<file path="src/rtl/path_stack_queue_pkg.sv">
// Shared rat definitions: move direction encoding (common with the controller) and default path depth.
package path_stack_queue_pkg;

    localparam int unsigned DEFAULT_DEPTH = 256;

    typedef enum logic [1:0] {
        DIR_UP    = 2'b00,
        DIR_RIGHT = 2'b01,
        DIR_DOWN  = 2'b10,
        DIR_LEFT  = 2'b11
    } dir_e;

endpackage

</file>
<file path="src/rtl/path_stack_queue_dir_ram.sv">
// DEPTH x 2-bit direction store: one synchronous write port, two asynchronous read ports (stack top, queue front).
module path_stack_queue_dir_ram #(
    parameter int unsigned DEPTH = 256,
    parameter int unsigned AW    = $clog2(DEPTH)
) (
    input  logic          clk,
    input  logic          we,
    input  logic [AW-1:0] waddr,
    input  logic [1:0]    wdata,
    input  logic [AW-1:0] top_addr,
    output logic [1:0]    top_data,
    input  logic [AW-1:0] front_addr,
    output logic [1:0]    front_data
);

    logic [1:0] mem [DEPTH];

    // Contents are deliberately never cleared; only pointers are reset.
    always_ff @(posedge clk) begin
        if (we) begin
            mem[waddr] <= wdata;
        end
    end

    assign top_data   = mem[top_addr];
    assign front_data = mem[front_addr];

endmodule

</file>
<file path="src/rtl/path_stack_queue.sv">
// Direction history: LIFO during search, snapshotted FIFO replay during run.
// Optional path_len / max_depth outputs are enabled by defining PATH_STACK_LEN_EN.
module path_stack_queue
    import path_stack_queue_pkg::*;
#(
    parameter int unsigned DEPTH = DEFAULT_DEPTH
) (
    input  logic                        clk,
    input  logic                        rst,
    input  logic                        push,
    input  logic [1:0]                  push_val,
    input  logic                        pop,
    output logic [1:0]                  pop_val,
    output logic                        empty,
    output logic                        full,
    output logic                        overflow,
    input  logic                        ld_q,
    input  logic                        rst_frontq,
    input  logic                        dequeue,
    output logic [1:0]                  deq_val,
    output logic                        deq_valid,
`ifdef PATH_STACK_LEN_EN
    output logic [$clog2(DEPTH):0]      path_len,
    output logic [$clog2(DEPTH):0]      max_depth,
`endif
    output logic                        finishq
);

    localparam int unsigned AW = $clog2(DEPTH);
    localparam int unsigned PW = AW + 1;

    logic [PW-1:0] sp_q, sp_d;
    logic [PW-1:0] qlen_q, qlen_d;
    logic [PW-1:0] front_q, front_d;
    logic [1:0]    pop_val_q, pop_val_d;
    logic [1:0]    deq_val_q, deq_val_d;
    logic          deq_valid_q, deq_valid_d;
    logic          overflow_q, overflow_d;
`ifdef PATH_STACK_LEN_EN
    logic [PW-1:0] max_depth_q, max_depth_d;
`endif

    logic          we;
    logic [1:0]    top_data;
    logic [1:0]    front_data;

    assign empty   = (sp_q == '0);
    assign full    = (sp_q == PW'(DEPTH));
    assign finishq = (front_q == qlen_q);

    path_stack_queue_dir_ram #(
        .DEPTH (DEPTH),
        .AW    (AW)
    ) u_dir_ram (
        .clk        (clk),
        .we         (we),
        .waddr      (AW'(sp_q)),
        .wdata      (push_val),
        .top_addr   (AW'(sp_q - PW'(1))),
        .top_data   (top_data),
        .front_addr (AW'(front_q)),
        .front_data (front_data)
    );

    // Next-state: push beats pop; a rewind (ld_q / rst_frontq) beats dequeue.
    always_comb begin
        sp_d        = sp_q;
        qlen_d      = qlen_q;
        front_d     = front_q;
        pop_val_d   = pop_val_q;
        deq_val_d   = deq_val_q;
        deq_valid_d = 1'b0;
        overflow_d  = overflow_q;
        we          = 1'b0;
`ifdef PATH_STACK_LEN_EN
        max_depth_d = max_depth_q;
`endif

        if (push) begin
            if (!full) begin
                we   = !rst;
                sp_d = sp_q + PW'(1);
`ifdef PATH_STACK_LEN_EN
                if (sp_d > max_depth_q) begin
                    max_depth_d = sp_d;
                end
`endif
            end else begin
                overflow_d = 1'b1;
            end
        end else if (pop && !empty) begin
            pop_val_d = top_data;
            sp_d      = sp_q - PW'(1);
        end

        if (ld_q) begin
            qlen_d  = sp_q;
            front_d = '0;
        end else if (rst_frontq) begin
            front_d = '0;
        end else if (dequeue && (front_q < qlen_q)) begin
            deq_val_d   = front_data;
            front_d     = front_q + PW'(1);
            deq_valid_d = 1'b1;
        end
    end

    always_ff @(posedge clk) begin
        if (rst) begin
            sp_q        <= '0;
            qlen_q      <= '0;
            front_q     <= '0;
            pop_val_q   <= 2'b00;
            deq_val_q   <= 2'b00;
            deq_valid_q <= 1'b0;
            overflow_q  <= 1'b0;
`ifdef PATH_STACK_LEN_EN
            max_depth_q <= '0;
`endif
        end else begin
            sp_q        <= sp_d;
            qlen_q      <= qlen_d;
            front_q     <= front_d;
            pop_val_q   <= pop_val_d;
            deq_val_q   <= deq_val_d;
            deq_valid_q <= deq_valid_d;
            overflow_q  <= overflow_d;
`ifdef PATH_STACK_LEN_EN
            max_depth_q <= max_depth_d;
`endif
        end
    end

    assign pop_val   = pop_val_q;
    assign deq_val   = deq_val_q;
    assign deq_valid = deq_valid_q;
    assign overflow  = overflow_q;
`ifdef PATH_STACK_LEN_EN
    assign path_len  = qlen_q;
    assign max_depth = max_depth_q;
`endif

endmodule

</file>
<file path="config.mk">
export PLATFORM = sky130hd
export DESIGN_NAME = path_stack_queue
export DESIGN_NICKNAME = d
export VERILOG_FILES = /design/src/rtl/path_stack_queue_pkg.sv /design/src/rtl/path_stack_queue_dir_ram.sv /design/src/rtl/path_stack_queue.sv
export SDC_FILE = /design/constraint.sdc
export NUM_CORES = 1
export LEC_CHECK = 0
export ABC_CLOCK_PERIOD_IN_PS = 10150
export BUFFER_PORTS_ARGS = -buffer_cell sky130_fd_sc_hd__buf_2
export CORE_UTILIZATION = 60
export DETAILED_ROUTE_END_ITERATION = 6
export PLACE_DENSITY = 0.76
export SYNTH_ARGS = -nofsm -noshare
export SYNTH_HDL_FRONTEND = slang
export SYNTH_SLANG_ARGS = --single-unit
</file>
<file path="constraint.sdc">
create_clock -name clk -period 10.15 [get_ports clk]
set_input_delay 2.5375 -clock clk [delete_from_list [all_inputs] [get_ports clk]]
set_output_delay 2.5375 -clock clk [all_outputs]
set_load 0.02 [all_outputs]
</file>
# Yosys cells after proc, flatten, opt, wreduce, memory -nomap -nowiden
# Memory sizes are Yosys's and may differ from the RTL's. A register that Yosys moved wholly into a read port is not among the register bits.
# Cells that the tools add are included.
[word_totals]
n_memories = 1
in_bits = 9
out_inout_bits = 9
ramBits = 512
word_cells = 35
regBits = 29
latch_bits = 0
mem_bits_ro = 0
[mem_list]
columns = ["name", "words", "word_bits", "read_ports", "rd_ports_with_merged_regs", "wr", "line_no", "source"]
rows = [
  ["u_dir_ram.mem", 256, 2, 2, 2, 1, "path_stack_queue_dir_ram.sv:16", "logic [1:0] mem [DEPTH];"],
]
[classes]
n_reduce_logical = 11
muxes = 8
multipliers = 0
eq_ne = 3
n_addsub = 3
order_cmp = 1
n_bitwise = 3
n_div = 0
shift = 0
[op_table]
columns = ["operator", "count"]
rows = [
  ["9-bit two-way mux", 3],
  ["9-bit by 1-bit adder with 9-bit output (second input constant)", 2],
  ["9-bit == test", 1],
  ["9-bit == test (second input constant)", 1],
  ["9-bit zero test", 1],
  ["9-bit < comparator", 1],
  ["9-bit by 1-bit subtractor with 9-bit output (second input constant)", 1],
  ["2-bit AND reduction", 3],
  ["1-bit two-way mux", 5],
  ["1-bit inverter", 3],
  ["3-bit AND reduction", 1],
  ["3-bit OR reduction", 1],
  ["1-bit logical AND", 2],
  ["1-bit zero test", 2],
  ["2-bit != test (second input constant)", 1],
  ["2-bit nonzero test", 1],
]

# Longest topological paths before layout
[logic_depth]
depth_word = 5
mapped_depth = 18
mapped_depth_nobuf = 10

# By module
# Synthesis repeated with hierarchy kept, for this count alone.
[hier_totals]
cells_unflattened = 1881
hier_area_um2 = 27615.2
[modules_own_cells]
columns = ["module", "area_per_inst_um2", "seq_area_each_um2", "instances", "cells_per_inst"]
rows = [
  ["path_stack_queue_dir_ram", 25662.1, 15374.7, 1, 1651],
  ["path_stack_queue", 1953.1, 660.6, 1, 230],
]

# Worst setup path before layout
# No wires, ideal clock.
[synth_path]
path_kind = "register to output"
start = "reg sp_q[0]"
end = "out empty"
path_stages_with_launch = 11
n_path_buf = 5
required_ns = 7.613
arrival_ns = 2.440
setup_slack_ns = 5.173
path_cell_list = "dfxtp_1 buf_2 buf_4 buf_4 clkinv_1 buf_1 ha_1 buf_4 nor3b_2 nand3_1 nor2_1"
[synth_between]
elab_chain_cells = 1
[synth_rtl]
columns = ["element", "line_no", "source"]
rows = [
  ["start: declaration", "path_stack_queue.sv:32", "logic [PW-1:0] sp_q, sp_d;"],
  ["start signal: assignment", "path_stack_queue.sv:121", "sp_q <= sp_d;"],
  ["9-bit zero test", "path_stack_queue.sv:47", "assign empty = (sp_q == '0);"],
  ["end: declaration", "path_stack_queue.sv:14", "output logic empty,"],
]
# No other way between the ends.

# Final worst setup path
[layout_path]
start = "reg sp_q[0]"
end = "out full"
[layout_between]
elab_chain_cells = 1
[layout_rtl]
columns = ["element", "line_no", "source"]
rows = [
  ["9-bit == test", "path_stack_queue.sv:48", "assign full = (sp_q == PW'(DEPTH));"],
  ["end: declaration", "path_stack_queue.sv:15", "output logic full,"],
]
# No other way between the ends.

==> results_dict.tcl <==
set metrics [dict create \
    postRouteAntennaNets 0 \
    holdBufCountCts 0 \
    layout_commonest_cell "edfxtp_1" \
    post-place-ws_ns 4.39 \
    cp-startpoint "sp_q[0]" \
    rsz0062_at_grt "false" \
    grt_max_degree 97 \
    htree_levels 2 \
    required_ns 7.61 \
    holdWs_ns 0.487 \
    area_growth_pct 8.31 \
    layout_setup_ws_ns 4.24 \
    ys_seq_area_share_pct 59.2 \
    cts_buffer_depth 3 \
    regToRegStartpoint "sp_q[0]" \
    initial_utilization_pct 61.0 \
    antenna_found_initial 0 \
    rr_endpoint "u_dir_ram.mem[228][1]" \
    tightest_slew_ns 1.39 \
    row_count 77 \
    post-route-period-util_pct 58.2 \
    reg2reg_depth 9 \
    yosysWarnings 0 \
    maxClockFrequency_mhz 169 \
    yosys.cell_types.count 69 \
    drc 0 \
    io_buffer_count 17 \
    fin_skew_ns 0.0263 \
    cts_resized 0 \
    track_usage_pct 32.7 \
    placed_area_sq_um 27600 \
    dr.pass1.iters 5 \
    seq_area_sq_um 16000 \
    crit_path_end "full" \
    cts_tree "done" \
    crit_path_end_kind "output port" \
    num_vias 16700 \
    irDropWorstVdd_mv 0.187 \
    clkTransAtPathRegs_ns 0.07 \
    fin_util_pct 66.1 \
    grt_pass1_vias 16700 \
    hpwlAfterDp_um 45500 \
    critPathMaxFanout 21 \
    dieArea_sq_um 46000 \
    post-route-min-period_ns 5.91 \
    place_congestion 0.929 \
    clk_latency_ns 0.63 \
    path_cells "clkinv_1 > ha_4 > nor3b_2 > and3_1 > nand2_1 > inv_1 > buf_2" \
    multi_input_area_sq_um 10300 \
    maxSlewHeadroom_pct 7.08 \
    via_per_inst 7.33 \
    criticalPathCategory "flop to output port" \
    drt-total-wl_um 73900 \
    max_stage_delay_ns 0.77 \
    grt_pass1_wl_um 110000 \
    startpoint_type "flop" \
    root_buffer "clkbuf_16" \
    finalHoldViolCount 0 \
    stdcell_area_sq_um 29400 \
    ios 18 \
    leakage_uw 0.00887 \
    numClockSinks 545 \
    status "completed" \
    synth_edf_count 512 \
    routedWlPerCell_um 32.4 \
    r2r_setup_slack_ns 4.69 \
    post-cts-setup-buffer-count 0 \
    cts_buffers 55 \
    syn-num-nets 1685 \
    design.core.area_sq_um 44400 \
    dieHeight_um 215 \
    syn_inst 1662 \
    cap_violations 0 \
    hp-class "flop to flop" \
    n_fill_cell 2901 \
    p_per_area_nw_per_um2 205 \
    avgSynthCellArea_sq_um 16.3 \
    ys.flop_type "edfxtp_1" \
    final_cell_mix "edfxtp_1, nor2_1, mux4_2" \
    setup_viol 0 \
    ys_ff_latch 545 \
    ys_async_sr_fraction_pct 0 \
    cp.arrival_ns 3.37 \
    drt-initial-drc-count 2532 \
    drive_above_1_share_pct 27.0 \
    setup_tns_ns 0 \
    grt_overflow 0 \
    cpMaxStageDelayCell "clkinv_1" \
    slew_violations 0 \
    synthesis.area_sq_um 27100 \
    die_w_um 215 \
    nets 1662 \
]
==> critical path, delay by kind of cell, from the launching register on <==
kind	cells	cell delay [ns]
fa+ha+maj	1	0.53
flops	1	0.58
buf+inv	3	1.02
simple gates	3	0.59
==> power breakdown <==
part,internal [uW],total (uW),switching [uW]
Combinational,597,1480,880
Clock,1170,2030,865
Sequential,2470,2510,41.1
Total,4240,6030,1790
==> logic make-up (layout without fill, tap and decap cells) <==
kind of cell    after synthesis  count (layout)  synth area share [%]
compound gates               85              85                  2.34
flops                       545             545                  59.2
buf+inv                     149             171                  2.89
fa+ha+maj                    14              14                 0.646
mux                         332             332                  25.9
simple gates                512             512                  7.97
other cells                   0               1                     0
xor+xnor                     25              25                  1.07
==> layer usage <==
layer | vias up | global-route usage, % | share of wire [%]
met5 | - | 0 | 0
met4 | 0 | 13.8 | 4.4
met3 | 210 | 7.94 | 12
met2 | 1280 | 50.7 | 47
met1 | 8568 | 45.1 | 36
li1 | 6625 | - | -
==> worst min-delay path by stage <==
stage	end	slack [ns]	start	cells after the start
after floorplan	qlen_q[1]	0.46	qlen_q[1]	2
after global placement	overflow	0.45	overflow	2
after detailed placement	overflow	0.46	overflow	2
after CTS	overflow	0.48	overflow	2
after global routing	qlen_q[6]	0.51	qlen_q[6]	2
final	overflow	0.49	overflow	2
==> state kept, by name, indices dropped and copies added (netlist names) <==
name,flops
sp_q,9
deq_val,2
front_q,9
overflow,1
deq_valid,1
qlen_q,9
pop_val,2
u_dir_ram.mem,512
==> cell type report <==
type	count	share of cell area [%]
well taps	592	2.52
inverters	15	0.192
clock inverters	34	1.14
flip-flops and latches	545	54.7
clock buffers	68	4.96
diodes	1	0.00852
repair buffers	54	1.28
multi-input cells	968	35.2
==> stage by stage <==
stage / instances / power [uW]
3_3_place_gp: 2174 / 3990
6_report: 2277 / 6030
3_5_place_dp: 2174 / 4000
5_1_grt: 2276 / 6170
2_1_floorplan: 1662 / 3580
4_1_cts: 2276 / 6010
==> cells in the mapped netlist (all sizes together), types with 4 or more instances <==
cell type,instances,area [sq um]
a21oi,13,65.1
mux2,4,45.0
mux4,293,6630
xnor2,11,149
or3,6,42.5
buf,70,487
clkbuf,64,240
xor2,14,141
dfxtp,33,661
nand3,22,110
a31oi,9,56.3
nor3b,5,42.5
nor3,16,80.1
nor2b,11,68.8
ha,14,175
a211oi,4,40.0
inv,14,52.6
o21ai,19,95.1
nor4,4,25.0
nand4,19,119
nor2,302,1130
and3,9,56.3
a32oi,4,35.0
edfxtp,512,15400
nand2,107,402
mux2i,35,350
(Power assumes the default switching activity.)
